### src/rtl/clock_display_driver_if.sv
// Time-field handshake between the time counter and the display driver.
// The master drives the binary time fields and update; the slave answers with ready.
interface clock_display_driver_if;
    logic [7:0] hours;
    logic [7:0] minutes;
    logic [7:0] seconds;
    logic       update;
    logic       ready;

    modport master (output hours, minutes, seconds, update, input ready);
    modport slave  (input hours, minutes, seconds, update, output ready);
endinterface

### src/rtl/clock_display_driver.sv
// HH.MM.SS seven-segment driver: samples binary time, converts it to BCD with double-dabble, scans 6 digits.
// Optional macro DP_SEPARATOR_EN lights the decimal points that separate the HH, MM and SS fields.
module clock_display_dd_lane (
    input  logic       clk,
    input  logic       rst_n,
    input  logic       capture,
    input  logic       step,
    input  logic [7:0] bin,
    output logic [7:0] bcd
);
    logic [6:0] sh;
    logic [7:0] adj;

    function automatic logic [6:0] sat99(input logic [7:0] v);
        return (v > 8'd99) ? 7'd99 : v[6:0];
    endfunction

    always_comb begin
        adj = bcd;
        if (bcd[3:0] >= 4'd5) adj[3:0] = bcd[3:0] + 4'd3;
        if (bcd[7:4] >= 4'd5) adj[7:4] = bcd[7:4] + 4'd3;
    end

    always_ff @(posedge clk or negedge rst_n) begin
        if (!rst_n) begin
            bcd <= '0;
            sh  <= '0;
        end else if (capture) begin
            bcd <= '0;
            sh  <= sat99(bin);
        end else if (step) begin
            // The tens nibble never exceeds 9 for inputs <=99, so the lost top bit is always 0.
            {bcd, sh} <= {adj, sh} << 1;
        end
    end
endmodule

module clock_display_driver #(
    parameter int REFRESH_DIV = 100000
) (
    input  logic                  CLK100MHZ,
    input  logic                  reset,
    clock_display_driver_if.slave bus,
    output logic [7:0]            AN,
    output logic [6:0]            SEG,
    output logic                  DP
);
    localparam int NUM_LANES = 3;
    localparam int VEC_W     = 8;
    localparam int CW        = (REFRESH_DIV > 1) ? $clog2(REFRESH_DIV) : 1;

    typedef enum logic [1:0] {IDLE, CONVERT, LOAD} state_t;

    state_t state, state_nxt;
    logic [2:0] iter;
    logic capture, step;

    // Lane 0 = seconds, 1 = minutes, 2 = hours; this makes the packed BCD match the digit index order.
    logic [NUM_LANES-1:0][VEC_W-1:0] field_bin, field_bcd;
    assign field_bin = {bus.hours, bus.minutes, bus.seconds};

    generate
        for (genvar i = 0; i < NUM_LANES; i++) begin : g_lane
            clock_display_dd_lane u_lane (
                .clk     (CLK100MHZ),
                .rst_n   (reset),
                .capture (capture),
                .step    (step),
                .bin     (field_bin[i]),
                .bcd     (field_bcd[i])
            );
        end
    endgenerate

    always_ff @(posedge CLK100MHZ or negedge reset) begin
        if (!reset) begin
            state <= IDLE;
            iter  <= '0;
        end else begin
            state <= state_nxt;
            iter  <= step ? iter + 3'd1 : 3'd0;
        end
    end

    always_comb begin
        state_nxt = state;
        capture   = 1'b0;
        step      = 1'b0;
        bus.ready = 1'b0;
        case (state)
            IDLE: begin
                bus.ready = 1'b1;
                if (bus.update) begin
                    capture   = 1'b1;
                    state_nxt = CONVERT;
                end
            end
            CONVERT: begin
                step = 1'b1;
                if (iter == 3'd6) state_nxt = LOAD;
            end
            LOAD:    state_nxt = IDLE;
            default: state_nxt = IDLE;
        endcase
    end

    logic [5:0][3:0] disp;

    always_ff @(posedge CLK100MHZ or negedge reset) begin
        if (!reset)             disp <= '0;
        else if (state == LOAD) disp <= field_bcd;
    end

    logic [CW-1:0] cnt;
    logic [2:0]    idx;
    logic          wrap;
    assign wrap = (cnt == CW'(REFRESH_DIV - 1));

    always_ff @(posedge CLK100MHZ or negedge reset) begin
        if (!reset) begin
            cnt <= '0;
            idx <= '0;
        end else begin
            cnt <= wrap ? '0 : cnt + 1'b1;
            if (wrap) idx <= (idx == 3'd5) ? 3'd0 : idx + 3'd1;
        end
    end

    logic [3:0] nib;

    always_comb begin
        nib = 4'd0;
        case (idx)
            3'd0: nib = disp[0];
            3'd1: nib = disp[1];
            3'd2: nib = disp[2];
            3'd3: nib = disp[3];
            3'd4: nib = disp[4];
            3'd5: nib = disp[5];
            default: nib = 4'd0;
        endcase
    end

    always_comb begin
        AN = ~(8'd1 << idx);
        case (nib)
            4'd0: SEG = 7'b1000000;
            4'd1: SEG = 7'b1111001;
            4'd2: SEG = 7'b0100100;
            4'd3: SEG = 7'b0110000;
            4'd4: SEG = 7'b0011001;
            4'd5: SEG = 7'b0010010;
            4'd6: SEG = 7'b0000010;
            4'd7: SEG = 7'b1111000;
            4'd8: SEG = 7'b0000000;
            4'd9: SEG = 7'b0010000;
            default: SEG = 7'b1111111;
        endcase
    end

`ifdef DP_SEPARATOR_EN
    assign DP = ~((idx == 3'd2) || (idx == 3'd4));
`else
    assign DP = 1'b1;
`endif
endmodule
### src/flat_wrapper.sv
// flat-port wrapper written by rule: the top's interface ports become plain ports
module clock_display_driver_flat 
#(
    parameter int REFRESH_DIV = 100000
)
  (CLK100MHZ, reset, AN, SEG, DP, bus_hours, bus_minutes, bus_seconds, bus_update, bus_ready);
  clock_display_driver_if bus_i ();
  input  logic CLK100MHZ;
  input  logic reset;
  output logic [7:0] AN;
  output logic [6:0] SEG;
  output logic DP;
  input wire logic [$bits(bus_i.hours)-1:0] bus_hours;
  input wire logic [$bits(bus_i.minutes)-1:0] bus_minutes;
  input wire logic [$bits(bus_i.seconds)-1:0] bus_seconds;
  input wire logic [$bits(bus_i.update)-1:0] bus_update;
  output wire logic [$bits(bus_i.ready)-1:0] bus_ready;
  assign bus_i.hours = bus_hours;
  assign bus_i.minutes = bus_minutes;
  assign bus_i.seconds = bus_seconds;
  assign bus_i.update = bus_update;
  assign bus_ready = bus_i.ready;
  clock_display_driver #(.REFRESH_DIV(REFRESH_DIV)) u_core (.CLK100MHZ(CLK100MHZ), .reset(reset), .bus(bus_i), .AN(AN), .SEG(SEG), .DP(DP));
endmodule
### config.mk
export PLATFORM = sky130hd
export DESIGN_NAME = clock_display_driver_flat
export DESIGN_NICKNAME = d
export VERILOG_FILES = /design/src/rtl/clock_display_driver_if.sv /design/src/rtl/clock_display_driver.sv /design/src/flat_wrapper.sv
export SDC_FILE = /design/constraint.sdc
export NUM_CORES = 1
export LEC_CHECK = 0
export ABC_AREA = 0
export CELL_PAD_IN_SITES_DETAIL_PLACEMENT = 1
export CELL_PAD_IN_SITES_GLOBAL_PLACEMENT = 1
export CORE_MARGIN = 5
export CORE_UTILIZATION = 50
export DETAILED_ROUTE_END_ITERATION = 6
export DONT_BUFFER_PORTS = 1
export GPL_TIMING_DRIVEN = 0
export HOLD_SLACK_MARGIN = 0.08
export PLACE_DENSITY = 0.8
export SLEW_MARGIN = 10
export SYNTH_ARGS = -nofsm -noshare
export SYNTH_HDL_FRONTEND = slang
export SYNTH_SLANG_ARGS = --single-unit
### constraint.sdc
create_clock -name CLK100MHZ -period 4.6 [get_ports CLK100MHZ]
set_input_delay 0.23 -clock CLK100MHZ [delete_from_list [all_inputs] [get_ports CLK100MHZ]]
set_output_delay 0.23 -clock CLK100MHZ [all_outputs]
set_load 0.005 [all_outputs]
==> reports/results.ini <==
[yosys]
yosysTopAreaCell = dfrtp_1
synth_simple_gate_area_share_pct = 15.1
synthMuxAreaShare_pct = 9.03
synth.distinct_cells = 43
synth-xor-area-share_pct = 4.87
synthArstFlopShare_pct = 100
synth_warnings = 0
synth_common_cells = 94 x dfrtp_1, 45 x nor2_1, 43 x nand2_1, 27 x o21ai_0, 26 x mux2_2
synth-adder-area-share_pct = 5.67
synthCells = 478
ys_seq_elements = 94
synth_nets = 527
avgSynthCellArea_um2 = 10.2
yosysSeqAreaShare_pct = 48.5
synthTopCellsByArea = dfrtp_1 48%, mux2_2 6.0%, ha_1 5.7%
synth_enable_flop_cells = 0
synth-compound-area-share_pct = 12.8
yosysMostFrequentCell = dfrtp_1
synth_ff_type = dfrtp_1
synth_top_area_share_pct = 48.5
synth_top_family_by_area = simple AND/OR/NAND/NOR gates
netlist_area_um2 = 4850

[sta]
finalCriticalPeriod_ns = 3.06
final.setup.tns_ns = 0
finalCritPeriodShare_pct = 66.6
fmax_mhz = 326
setup_violations = 0
slew_violations = 0
worst_pin_slew_ns = 0.623
rsz0062_at_grt = false
hold_viol = 0
relSlewSlack_pct = 58.4
setup_slack_ns = 1.54
finClkSkew_ns = 0.00952

[critical_path]
cp_data_required_time_ns = 4.37
critical_path_class = reg -> out
crit_top_cell = ha_1
cp-start-kind = register
cp_max_fo = 10
critPathArrivalTime_ns = 2.83
crit_chain = buf_4 -> buf_2 -> and2_1 -> ha_1 -> a222oi_1 -> or2_2 -> ha_1 -> o32ai_1
cp_top_family = compound AO/OA/AOI/OAI gates
slowest_stage = a222oi_1
end_kind = output pin
path_buf_inv = 2
slowest_delay_ns = 0.46

[global_route]
grt_max_degree = 95
grt_pass1_wl_mm = 20.4
grtUsageTotal_pct = 22.5
grt_pass1_vias = 4053
antenna_found_initial = 0
grt_overflow_total = 0

[power_and_ir_drop]
ir_drop_mv = 0.241
p_leak_nw = 2.43
powerDensity_nw_per_um2 = 565

[place]
dp_slack_ns = 1.93
dp_hpwl_mm = 8.26
gp_congestion = 0.797
io_buffers = 0

[route]
viasPerCell = 5.64
drc_errors = 0
wire_per_inst_um = 18.8
vias = 3703
totalWireLength_mm = 12.3
first_iter_violations = 147
ant_nets = 0
first_pass_iters = 4

[clock_network]
clk_pin_slew_ns = 0.09
clkLatencyLatePin_ns = 0.36
htreeDepth = 3
cts_setup_buffers = 0
clk_path_buf_depth = 2
root_buffer = clkbuf_8
cts.sinks = 94
cts_resized = 0
cts_made_buffers = 9
cts_tree = yes

[floorplan]
core_um2 = 9640
start_util_pct = 50.3
die_h_um = 109
rows = 36
dieArea_um2 = 11800
die_width_um = 109
ios = 44

[layout]
drive_above_1_share_pct = 10.7
fin_util_pct = 57.7
antenna_cells = 0
syn_to_final_growth_pct = 14.5
fin_nets = 568

[outcome]
status = finished, final reports clean

[worst_hold_path]
min_path_type = in -> reg

[job]
maxCapViolCount = 0

-- path summary, 6_finish.rpt --
path	start	end	slack [ns]	cells after the start
min	bus_seconds[7]	u_core.g_lane[0].u_lane.sh[0]	0.14	2
min reg2reg	u_core.cnt[0]	u_core.cnt[0]	0.48	1
max reg2reg	u_core.state[0]	u_core.g_lane[1].u_lane.sh[6]	1.95	7
max in group asynchronous	reset	u_core.disp[10]	3.77	2
max	u_core.idx[1]	SEG[1]	1.54	8
min in group asynchronous	reset	u_core.idx[0]	0.46	2
-- flip-flops by register name, summed over array words and instances (netlist names) --
register	flops
u_core.disp	24
u_core.state	2
u_core.iter	3
u_core.idx	3
u_core.g_lane.u_lane.bcd	24
u_core.cnt	17
u_core.g_lane.u_lane.sh	21
-- power breakdown --
| part | internal (W) | total, W | switching [W] |
|---|---|---|---|
| Clock | 0.000308 | 0.000615 | 0.000307 |
| Combinational | 0.000511 | 0.00120 | 0.000694 |
| Sequential | 0.00109 | 0.00132 | 0.000228 |
| Total | 0.00191 | 0.00314 | 0.00123 |
-- kinds of logic (layout without fill, tap and decap cells) --
family / Yosys count / in the layout
xor gates and xnor gates: 27 / 27
buffers and inverters: 46 / 92
DFF: 94 / 94
other: 1 / 1
and+or+nand+nor: 153 / 153
muxes: 40 / 40
adders and majority gates: 22 / 22
AOI/OAI and AO/OA: 95 / 95
-- cell type report --
class / instances / area, µm²
Multi-Input combinational cell: 338 / 2310
Clock inverter: 7 / 97.6
Fill cell: 1086 / 4080
Clock buffer: 9 / 124
Tap cell: 133 / 166
Buffer: 24 / 110
Timing Repair Buffer: 30 / 318
Inverter: 22 / 82.6
Sequential cell: 94 / 2350
-- what timing repair did --
action                     4_1_cts  5_1_grt
setup endpoints to repair        0        0
hold endpoints to repair       115        0
hold buffers                    30        0
-- stage by stage --
step / power (W) / std cells / hold slack (ns) / cell area [µm²]
4_1_cts: 0.00316 / 657 / 0.118 / 5560
2_1_floorplan: 0.00214 / 478 / -0.0656 / 4850
5_1_grt: 0.00337 / 657 / 0.140 / 5560
3_5_place_dp: 0.00248 / 611 / -0.0607 / 5020
3_3_place_gp: 0.00240 / 611 / -0.0599 / 5020
6_report: 0.00314 / 657 / 0.138 / 5560
-- layer usage --
| metal | share of wire [%] | up-vias | GRT usage (%) | wire, µm |
|---|---|---|---|---|
| met1 | 44 | 1874 | 27.7 | 5450 |
| li1 | - | 1759 | - | - |
| met2 | 51 | 63 | 40.3 | 6340 |
| met5 | 0 | - | 0 | 0 |
| met4 | 0.73 | 0 | 6.40 | 90 |
| met3 | 3.8 | 7 | 3.76 | 464 |
-- cells in the final DEF (no fill, tap or decap), types with 13 or more instances in the layout --
cell	netlist	routed
ha_1	22	22
o21ai_0	27	27
a21oi_1	25	25
nand2_1	43	43
mux2i_1	13	13
clkbuf_1	14	14
nor2_1	45	45
dlygate4sd3_1	0	29
xnor2_1	16	16
mux2_2	26	26
dfrtp_1	94	94
nand3_1	25	25
inv_1	22	22
Note: power is estimated with default switching activity, not from simulation.
